## config.mk

```make
export PLATFORM = sky130hd
export DESIGN_NAME = dn_loader_ctrl
export DESIGN_NICKNAME = d
export VERILOG_FILES = /design/src/rtl/dn_loader_ctrl.sv
export SDC_FILE = /design/constraint.sdc
export NUM_CORES = 1
export LEC_CHECK = 0
export BUFFER_PORTS_ARGS = -buffer_cell sky130_fd_sc_hd__buf_2
export CELL_PAD_IN_SITES_DETAIL_PLACEMENT = 1
export CELL_PAD_IN_SITES_GLOBAL_PLACEMENT = 2
export CORE_ASPECT_RATIO = 0.8
export CORE_UTILIZATION = 33
export CTS_CLUSTER_SIZE = 16
export DETAILED_ROUTE_END_ITERATION = 8
export PLACE_DENSITY = 0.76
export SETUP_SLACK_MARGIN = 0.2
export SLEW_MARGIN = 0
export SYNTH_ARGS = -nofsm -noshare
export SYNTH_HDL_FRONTEND = slang
export SYNTH_SLANG_ARGS = --single-unit
export TNS_END_PERCENT = 10
```

## constraint.sdc

```tcl
create_clock -name clk_sys -period 2.4 [get_ports clk_sys]
set_input_delay 0.24 -clock clk_sys [delete_from_list [all_inputs] [get_ports clk_sys]]
set_output_delay 0.24 -clock clk_sys [all_outputs]
set_load 0.1 [all_outputs]
```

## src/rtl/dn_loader_ctrl.sv

```systemverilog
// dn_loader_ctrl: sequences a byte-wide ROM download into three address regions.
// Each download byte is buffered for one write handshake. The game core is held
// in reset until the buffer has drained and a fixed hold period has elapsed.
// Optional feature: define LOADER_CHECKSUM_EN to add an 8-bit running checksum
// output over every byte strobed during a load.
module dn_loader_ctrl #(
  parameter logic [15:0] REGION1_BASE = 16'h6000,
  parameter logic [15:0] REGION2_BASE = 16'h8000,
  parameter logic [15:0] ROM_TOP      = 16'h9000,
  parameter int          HOLD_CYCLES  = 16
) (
  input  logic        clk_sys,
  input  logic        reset_n,
  input  logic        dn_download,
  input  logic        dn_wr,
  input  logic [15:0] dn_addr,
  input  logic [7:0]  dn_data,
  input  logic        wr_rdy,
  output logic [2:0]  rom_sel,
  output logic [15:0] rom_addr,
  output logic [7:0]  rom_data,
  output logic        rom_we,
  output logic        core_reset,
  output logic        load_done,
  output logic        overflow,
`ifdef LOADER_CHECKSUM_EN
  output logic [7:0]  checksum,
`endif
  output logic [16:0] byte_count
);

  typedef enum logic [2:0] {
    IDLE  = 3'd0,
    LOAD  = 3'd1,
    DRAIN = 3'd2,
    HOLD  = 3'd3,
    RUN   = 3'd4
  } state_t;

  localparam logic [7:0]  HOLD_LAST = 8'(HOLD_CYCLES - 1);
  localparam logic [16:0] COUNT_MAX = 17'h1FFFF;

  state_t      state_q, state_d;
  logic        dl_q, dl_d;
  logic [2:0]  rom_sel_q, rom_sel_d;
  logic [15:0] rom_addr_q, rom_addr_d;
  logic [7:0]  rom_data_q, rom_data_d;
  logic        rom_we_q, rom_we_d;
  logic        core_reset_q, core_reset_d;
  logic        load_done_q, load_done_d;
  logic        overflow_q, overflow_d;
  logic [16:0] byte_count_q, byte_count_d;
  logic [7:0]  hold_q, hold_d;
`ifdef LOADER_CHECKSUM_EN
  logic [7:0]  checksum_q, checksum_d;
`endif

  // Region decode of the incoming byte address.
  logic        in_range;
  logic [2:0]  dec_sel;
  logic [15:0] dec_off;

  // Map a download address onto a one-hot region and an offset inside it.
  always_comb begin
    in_range = 1'b1;
    dec_sel  = 3'b000;
    dec_off  = 16'h0000;
    if (dn_addr < REGION1_BASE) begin
      dec_sel = 3'b001;
      dec_off = dn_addr;
    end else if (dn_addr < REGION2_BASE) begin
      dec_sel = 3'b010;
      dec_off = dn_addr - REGION1_BASE;
    end else if (dn_addr < ROM_TOP) begin
      dec_sel = 3'b100;
      dec_off = dn_addr - REGION2_BASE;
    end else begin
      in_range = 1'b0;
    end
  end

  logic rise;
  logic complete;
  logic buf_free;

  assign rise     = dn_download & ~dl_q;
  assign complete = rom_we_q & wr_rdy;
  // A completing write frees the buffer in the same cycle for a new byte.
  assign buf_free = ~rom_we_q | wr_rdy;

  // Next-state logic for the control FSM, write buffer and load statistics.
  always_comb begin
    state_d      = state_q;
    dl_d         = dn_download;
    rom_sel_d    = rom_sel_q;
    rom_addr_d   = rom_addr_q;
    rom_data_d   = rom_data_q;
    rom_we_d     = rom_we_q;
    overflow_d   = overflow_q;
    byte_count_d = byte_count_q;
    hold_d       = hold_q;
`ifdef LOADER_CHECKSUM_EN
    checksum_d   = checksum_q;
`endif

    // A handshake retires the buffered write in every state, so a write left
    // pending across DRAIN/HOLD/LOAD transitions still finishes normally.
    if (complete) rom_we_d = 1'b0;

    case (state_q)
      IDLE, RUN: begin
        if (rise) state_d = LOAD;
      end
      LOAD: begin
        if (dn_wr) begin
          if (byte_count_q != COUNT_MAX) byte_count_d = byte_count_q + 17'd1;
`ifdef LOADER_CHECKSUM_EN
          checksum_d = checksum_q + dn_data;
`endif
          if (buf_free) begin
            // Out-of-range bytes are counted but never written.
            if (in_range) begin
              rom_we_d   = 1'b1;
              rom_sel_d  = dec_sel;
              rom_addr_d = dec_off;
              rom_data_d = dn_data;
            end
          end else begin
            overflow_d = 1'b1;
          end
        end
        if (!dn_download) state_d = DRAIN;
      end
      DRAIN: begin
        if (rise) begin
          state_d = LOAD;
        end else if (!rom_we_q) begin
          state_d = HOLD;
          hold_d  = 8'd0;
        end
      end
      HOLD: begin
        if (rise) begin
          state_d = LOAD;
          hold_d  = 8'd0;
        end else if (hold_q == HOLD_LAST) begin
          state_d = RUN;
          hold_d  = 8'd0;
        end else begin
          hold_d = hold_q + 8'd1;
        end
      end
      default: begin
        state_d = IDLE;
      end
    endcase

    // A fresh load starts with clean statistics; the buffered write is kept.
    if (state_d == LOAD && state_q != LOAD) begin
      byte_count_d = 17'd0;
      overflow_d   = 1'b0;
      hold_d       = 8'd0;
`ifdef LOADER_CHECKSUM_EN
      checksum_d   = 8'd0;
`endif
    end

    core_reset_d = (state_d != RUN);
    load_done_d  = (state_d == RUN);
  end

  // State and registered outputs, all cleared asynchronously by reset.
  always_ff @(posedge clk_sys or negedge reset_n) begin
    if (!reset_n) begin
      state_q      <= IDLE;
      dl_q         <= 1'b0;
      rom_sel_q    <= 3'b000;
      rom_addr_q   <= 16'h0000;
      rom_data_q   <= 8'h00;
      rom_we_q     <= 1'b0;
      core_reset_q <= 1'b1;
      load_done_q  <= 1'b0;
      overflow_q   <= 1'b0;
      byte_count_q <= 17'd0;
      hold_q       <= 8'd0;
`ifdef LOADER_CHECKSUM_EN
      checksum_q   <= 8'd0;
`endif
    end else begin
      state_q      <= state_d;
      dl_q         <= dl_d;
      rom_sel_q    <= rom_sel_d;
      rom_addr_q   <= rom_addr_d;
      rom_data_q   <= rom_data_d;
      rom_we_q     <= rom_we_d;
      core_reset_q <= core_reset_d;
      load_done_q  <= load_done_d;
      overflow_q   <= overflow_d;
      byte_count_q <= byte_count_d;
      hold_q       <= hold_d;
`ifdef LOADER_CHECKSUM_EN
      checksum_q   <= checksum_d;
`endif
    end
  end

  assign rom_sel    = rom_sel_q;
  assign rom_addr   = rom_addr_q;
  assign rom_data   = rom_data_q;
  assign rom_we     = rom_we_q;
  assign core_reset = core_reset_q;
  assign load_done  = load_done_q;
  assign overflow   = overflow_q;
  assign byte_count = byte_count_q;
`ifdef LOADER_CHECKSUM_EN
  assign checksum   = checksum_q;
`endif

endmodule

```

=== After elaboration in Yosys (flattened, before gate mapping) ===
Index checks and enable logic that the tools add are counted.

* Input port bits: 29
* Output and inout port bits: 48
* Register bits after elaboration: 60

* Bitwise logic cells: 5
* Reduce and logical (&&, ||, !) cells: 11
* Muxes and demuxes: 35
* Order comparisons: 3
* Eq/ne operators: 13
* $add $sub $neg: 4

{| class="wikitable"
|+ Operators with widths
! kind !! count
|-
| 2-to-1 mux 17 bit || 4
|-
| 2-to-1 mux 16 bit || 3
|-
| 2-to-1 mux 8 bit || 5
|-
| less-than comparator 16 bit (second input constant) || 2
|-
| 2-to-1 mux 3 bit || 9
|-
| adder 17 x 1 -> 17 bit (second input constant) || 1
|-
| inequality test 17 bit (second input constant) || 1
|-
| less-than comparator 16 x 15 -> 1 bit (second input constant) || 1
|-
| case mux 8 bit (2 select lines) || 1
|-
| subtractor 16 x 15 -> 16 bit (second input constant) || 1
|-
| subtractor 16 bit (second input constant) || 1
|-
| 2-to-1 mux 1 bit || 12
|-
| case mux 3 bit (4 select lines) || 1
|-
| inequality test 3 bit (second input constant) || 3
|-
| AND reduction 3 bit || 3
|-
| adder 8 x 1 -> 8 bit (second input constant) || 1
|-
| == test 8 x 4 -> 1 bit (second input constant) || 1
|-
| == test 3 x 1 -> 1 bit (second input constant) || 2
|-
| == test 3 x 2 -> 1 bit (second input constant) || 2
|-
| == test 3 bit (second input constant) || 2
|-
| nonzero test 2 bit || 3
|-
| AND reduction 4 bit || 1
|-
| logical NOT 3 bit || 1
|-
| inequality test 3 x 1 -> 1 bit (second input constant) || 1
|-
| 7 further kinds || 9
|}

=== Logic depth before layout (Yosys ltp) ===
Gate-level depths: netlist of the first run.

* Depth after elaboration: 8
* Gate-level depth with buffers: 10
* Mapped depth without buffers: 10

=== Worst setup path after synthesis of the first run ===
Ideal clock, no wire load.

* Path type: register -> register
* From: reg byte_count_q[7], in the netlist byte_count[7]
* To: reg byte_count_q[6], in the netlist byte_count[6]
* Period minus slack after synthesis: 2814 ps
* Library setup time: 121 ps
* Setup slack: -414 ps
* Arrival: 2693 ps
* Required time: 2279 ps
* Stages on the path, launching flop included: 11
* Cells stage by stage: dfrtp_1 -> and4_1 -> and3_1 -> nand3_1 -> nor4_1 -> ha_1 -> nand2b_1 -> nor3_1 -> nand3_1 -> xor2_1 -> nor2_1

* Cells in the longest elaborated chain, start to end: 3

{| class="wikitable"
|+ Ends and longest elaborated chain
! item !! line !! text
|-
| start: declaration || 52 || <nowiki>logic [16:0] byte_count_q, byte_count_d;</nowiki>
|-
| start signal: assignment || 199 || <nowiki>byte_count_q <= byte_count_d;</nowiki>
|-
| inequality test 17 bit || 116 || <nowiki>if (byte_count_q != COUNT_MAX) byte_count_d = byte_count_q + 17'd1;</nowiki>
|-
| nonzero test 2 bit (no line) || -- ||
|-
| AND reduction 3 bit (no line) || -- ||
|}

No other way between the ends.
A chain may end at the register's enable or synchronous reset.

=== Worst setup path in the final report of the first run ===
* From: reg byte_count_q[9], in the netlist byte_count[9]
* To: reg byte_count_q[10], in the netlist byte_count[10]

* Cells in the longest elaborated chain, start to end: 5
* Elaborated cells between the ends (all ways): 8
* Classes of those cells: add/sub (1); eq/ne (1); mux (4); reduce/logical (2)

{| class="wikitable"
|+ Ends and longest elaborated chain
! item !! line !! text
|-
| adder 17 x 1 -> 17 bit || 116 ||
|-
| 2-to-1 mux 17 bit || 116 ||
|-
| 2-to-1 mux 17 bit || 115 || <nowiki>if (dn_wr) begin</nowiki>
|-
| 2-to-1 mux 17 bit || 110 || <nowiki>case (state_q)</nowiki>
|-
| 2-to-1 mux 17 bit || 159 || <nowiki>if (state_d == LOAD && state_q != LOAD) begin</nowiki>
|}

Several ways; a longest one is shown, not always the timed one. The select of a mux whose other input is x is not followed.

==> results of run 1 <==
layer usage:
| layer | track usage (%) | part of all wire (%) | vias up |
|---|---|---|---|
| met4 | 5.60 | 1.3 | 0 |
| met1 | 23.0 | 47 | 1106 |
| met3 | 4.44 | 3.8 | 8 |
| li1 | - | - | 1081 |
| met5 | 0 | 0 | - |
| met2 | 26.7 | 48 | 43 |
timing repair:
| action | 4_1_cts | 5_1_grt |
|---|---|---|
| setup buffers | 9 | 0 |
| endpoints found under the setup margin | 12 | 11 |
| pin swaps | 8 | 1 |
| gates resized for setup | 5 | 0 |
sequential cells by signal, summed over array words and instances (netlist names):
register	count
byte_count	17
overflow	1
rom_data	8
hold_q	8
rom_addr	16
state_q	3
rom_we	1
load_done	1
rom_sel	3
core_reset	1
dl_q	1
cells in the final DEF, fill, tap and decap left out, types with 8 or more instances in the layout:
cell	n
buf_2	76
dfrtp_1	49
nor2_1	32
nand2_1	24
mux2_4	18
buf_4	16
nand3_1	11
xor2_1	10
clkbuf_8	10
nand2b_1	9
o21ai_0	8
stage by stage:
stage          TNS [ps]  util, %  total power, mW
2_1_floorplan      -339        -             4.16
3_3_place_gp          0     40.6             4.63
3_5_place_dp          0     40.6             4.66
4_1_cts               0     43.6             5.50
5_1_grt               0     43.6             5.70
6_report              0     43.6             5.44
worst max-delay path by stage:
stage                      to  slack (ps)  cells after the start
2_1_floorplan  byte_count[15]         -70                     10
3_3_place_gp   byte_count[15]         130                     10
3_5_place_dp    byte_count[6]          40                     10
4_1_cts        byte_count[15]         140                     10
5_1_grt        byte_count[10]          40                     11
6_report       byte_count[10]         170                     11
layout make-up:
class                           instances  area, um2  area share (%)
Clock buffer                           11        141            3.79
Clock inverter                          5       27.5           0.738
Inverter                                2       7.51           0.201
Timing Repair Buffer                   92        500            13.4
Sequential cell                        60       1530            40.9
Tap cell                              112        140            3.76
Multi-Input combinational cell        185       1390            37.2
cells by family (layout without fill, tap and decap cells):
logic type,count (synthesis),count (layout),synth area share [%]
and+or+nand+nor,107,107,20.1
adders and majority gates,4,4,1.70
xor gates and xnor gates,16,16,4.75
buffers and inverters,11,110,2.76
muxes,21,21,10.3
AOI/OAI and AO/OA,37,37,9.42
DFF,60,60,51.0
power breakdown:
group | switching (mW) | total, mW | internal [mW]
Clock | 0.407 | 0.802 | 0.396
Sequential | 0.230 | 1.53 | 1.30
Combinational | 2.46 | 3.11 | 0.646
==> results.cfg, run 1 <==
[yosys]
yosys.area.top_type_share_pct = 50.1
mappedNetlistNets = 289
synth_edf_count = 0
synthDistinctLibCells = 50
synthTopCellsByArea = dfrtp_1, mux2_4, nor2_1
syn_area_um2 = 2950
async_flop_share_pct = 100
ys.flop_type = dfrtp_1
ys_ff_latch = 60
netlist_top_cells_count = dfrtp_1, nor2_1, nand2_1
synthCells = 256
synth_top_area_cell = dfrtp_1
yosysMostFrequentCell = dfrtp_1
synth.avg_cell_area_um2 = 11.5
yosys_warnings = 0
seq_area_frac_synth_pct = 51.0

[cts]
htree_levels = 3
cts_root_buf = clkbuf_8
cts.path.max_buffers = 2
cts_made_buffers = 9
insertion_delay_ps = 330
cts.sinks = 60
path_clk_slew_ps = 70
cts_hold_buf = 0
cts_tree = done

[drt]
via_count = 2238
drc_errors = 0
drt-initial-drc-count = 40
wl_um = 7190
wire_per_inst_um = 15.4
viasPerCell = 4.79
drt_pre_antenna_iters = 4
drtAntennaViolNets = 0

[timing]
max_slew.worst_pin.slew_ps = 863
final_max_slew_viol_count = 0
slew_headroom_pct = 42.4
timing.final.ws_setup_ps = 175
hold_ws_ps = 19.6
hold_violations = 0
fin_worst_skew_ps = 6.78
min_period_ps = 2230
post-route-period-util_pct = 92.7
setup_viol = 0
max_freq_mhz = 449
grt_setup_unrepaired = yes

[power_and_ir_drop]
leakage_nw = 1.81
ir_drop_uv = 589
p_per_area_nw_per_um2 = 1460

[placement]
placed_cells = 442
routabilityCongestion = 0.758
post-dp-hpwl_um = 5000
dpl_cell_area_um2 = 3470
place.port_buffers = 76
dp_slack_ps = 44.4

[worst_setup_path]
startpoint_type = flop
critical_path_class = flop to flop
worstReg2RegEnd = byte_count[10]
cpMaxStageDelayCell = dfrtp_4
cp.required_ps = 2620
path_delay_family = simple AND/OR/NAND/NOR gates
critPathMaxFanout = 4
cp_cell_sequence = and4_4, and3_4, nand3_2, nor4_2, ha_2, buf_4, nand2b_1, nor4_4, nand4_1, xor2_1, nor2_1
worstPathArrival_ps = 2450
worstSetupEndpointType = flop
rr_startpoint = byte_count[9]
slowest_delay_ps = 480
crit_buf_inv = 1
rr_worst_depth = 11
crit_start = byte_count[9]
r2r_slack_ps = 170

[floorplanning]
core-area_um2 = 8560
dieArea_um2 = 9320
dieWidth_um = 108
row_count = 30
chipHeight_um = 86.6
start_util_pct = 34.5
num_io_pins = 77

[grt]
grt_start_max_net_pins = 39
gr-total-overflow = 0
grt_pass1_wl_um = 12000
antenna_found_initial = 0
grt_usage_pct = 17.1
grt_pass1_vias = 2296

[cells_and_area]
fin_nets = 383
antenna_cells = 0
fin_area_um2 = 3730
drive_gt1_share_pct = 45.1
syn_to_final_growth_pct = 26.4
stdcell_count = 467
num-fill-cells = 983

[run]
cap_violations = 0

[hold_path]
hold_path_class = input pin to async pin

[outcome]
status = completed
(Power assumes the default switching activity.)
==> run 2: changes to the inputs <==
- SETUP_SLACK_MARGIN: 0.2 -> 0.02
- clock period: 2.4 -> 2.5 ns (I/O delays scaled with it)
==> run 2 against run 1 <==
- sequential share of layout area up 0.67 points
- fmax shrank 3.5%
- total power fell by 2.3%
- critical path depth is 1 lower
- non-clock buffer count is 11 lower
- register-to-register slack improved by 20 ps
- clock skew rose by 4.8 ps
- clock power up 10%
- combinational power fell by 5%
- flip-flop and latch count unchanged
- core utilization fell by 0.70 points
- largest power group unchanged
==> results.cfg, run 2 (same netlist as run 1, synthesis figures left out) <==
[cells_and_area]
layout_common_cells = buf_2, dfrtp_1, nor2_1, nand2_1, mux2_4
fin_nets = 372
syn_to_final_growth_pct = 24.4
final_util_pct = 42.9
drive_gt1_share_pct = 43.0
largest_reg_flops = 17
stdcell_count = 456
num-fill-cells = 963
antenna_cells = 0
final_common_cell = buf_2

[run]
cap_violations = 0

[drt]
top_layer = met4
viasPerCell = 4.77
drt-initial-drc-count = 76
drtAntennaViolNets = 0
wire_per_inst_um = 14.9
drc_errors = 0
wl_met3_um = 246
met2_length_um = 3140
wl_um = 6800
wl_met1_um = 3300
drt_pre_antenna_iters = 4
via_count = 2174

[cts]
cts_root_buf = clkbuf_8
cts_setup_buffers = 0
cts.path.max_buffers = 2
path_clk_slew_ps = 80
htree_levels = 3
cts_made_buffers = 9
cts.sinks = 60
cts_tree = done
insertion_delay_ps = 340
cts_hold_buf = 0
cts_resized = 0

[placement]
post-dp-hpwl_um = 4980
placed_cells = 440
dp_slack_ps = 168
routabilityCongestion = 0.738
place.port_buffers = 76

[timing]
min_period_ps = 2310
hold_violations = 0
max_slew.worst_pin.slew_ps = 867
slew_headroom_pct = 42.2
max_freq_mhz = 434
hold_ws_ps = 27.0
fin_worst_skew_ps = 11.6
post-route-period-util_pct = 92.3
grt_setup_unrepaired = no
final_max_slew_viol_count = 0
timing.final.ws_setup_ps = 193
tns_ps = 0
setup_viol = 0

[worst_setup_path]
worstSetupEndpointType = flop
worstPathArrival_ps = 2530
path_delay_family = simple AND/OR/NAND/NOR gates
cp.required_ps = 2720
critPathMaxFanout = 6
critical_path_class = flop to flop
slowest_delay_ps = 500
cp_cell_sequence = and4_1, and3_1, nand3_1, nor4_2, ha_2, nand3b_1, nor4_4, nand4_1, xor2_1, nor2_1
cpMaxStageDelayCell = dfrtp_4
crit_buf_inv = 0
startpoint_type = flop

[power_and_ir_drop]
leakage_nw = 1.76
ir_drop_uv = 797
p_per_area_nw_per_um2 = 1450

[floorplanning]
start_util_pct = 34.5
row_count = 30
core-area_um2 = 8560
num_io_pins = 77
chipHeight_um = 86.6
dieArea_um2 = 9320
dieWidth_um = 108

[outcome]
status = completed

[grt]
antenna_found_initial = 0
grt_pass1_vias = 2245
grt_start_max_net_pins = 39
gr-total-overflow = 0
grt_pass1_wl_um = 11400
grt_usage_pct = 15.9

[hold_path]
hold_path_class = input pin to async pin
[run 2: cell count changes in the layout (fill, tap and decap cells not counted), sizes merged]
cell	delta
buf	-11
bufinv	+1
clkbuf	-1
clkinv	-1
clkinvlp	+1
[run 2: cell type report]
type | count | area (um2) | share of cell area, %
Multi-Input combinational cell | 185 | 1380 | 37.5
Timing Repair Buffer | 81 | 418 | 11.4
Clock buffer | 10 | 138 | 3.75
Inverter | 2 | 7.51 | 0.205
Sequential cell | 60 | 1530 | 41.6
Tap cell | 112 | 140 | 3.82
Clock inverter | 6 | 63.8 | 1.74
[run 2: path summary, 6_finish.rpt]
check	from	end	slack (ps)	cells past startpoint
max	byte_count[7]	byte_count[15]	190	10
min	reset_n	rom_sel[2]	30	1
max reg2reg	byte_count[7]	byte_count[15]	190	10
min reg2reg	rom_sel[0]	rom_sel[0]	480	1
max in group asynchronous	reset_n	core_reset	1730	2
min in group clk_sys	dn_download	dl_q	120	1
[run 2: layer usage]
layer | track usage, % | vias to the layer above
li1 | - | 1062
met1 | 21.7 | 1065
met2 | 23.9 | 37
met3 | 4.36 | 10
met4 | 6.10 | 0
met5 | 0 | -
[run 2: stage by stage]
stage | power [mW] | instance area, um2
finish | 5.32 | 3670
global route | 5.55 | 3670
CTS | 5.38 | 3660
detailed placement | 4.47 | 3460
global placement | 4.44 | 3460
floorplan | 3.99 | 2970
[run 2: report_power, final]
part           internal, mW  switching [mW]  leakage [nW]
registers              1.25           0.213         0.758
clock network         0.485           0.399        0.0983
logic                 0.608            2.36         0.904
total                  2.34            2.97          1.76
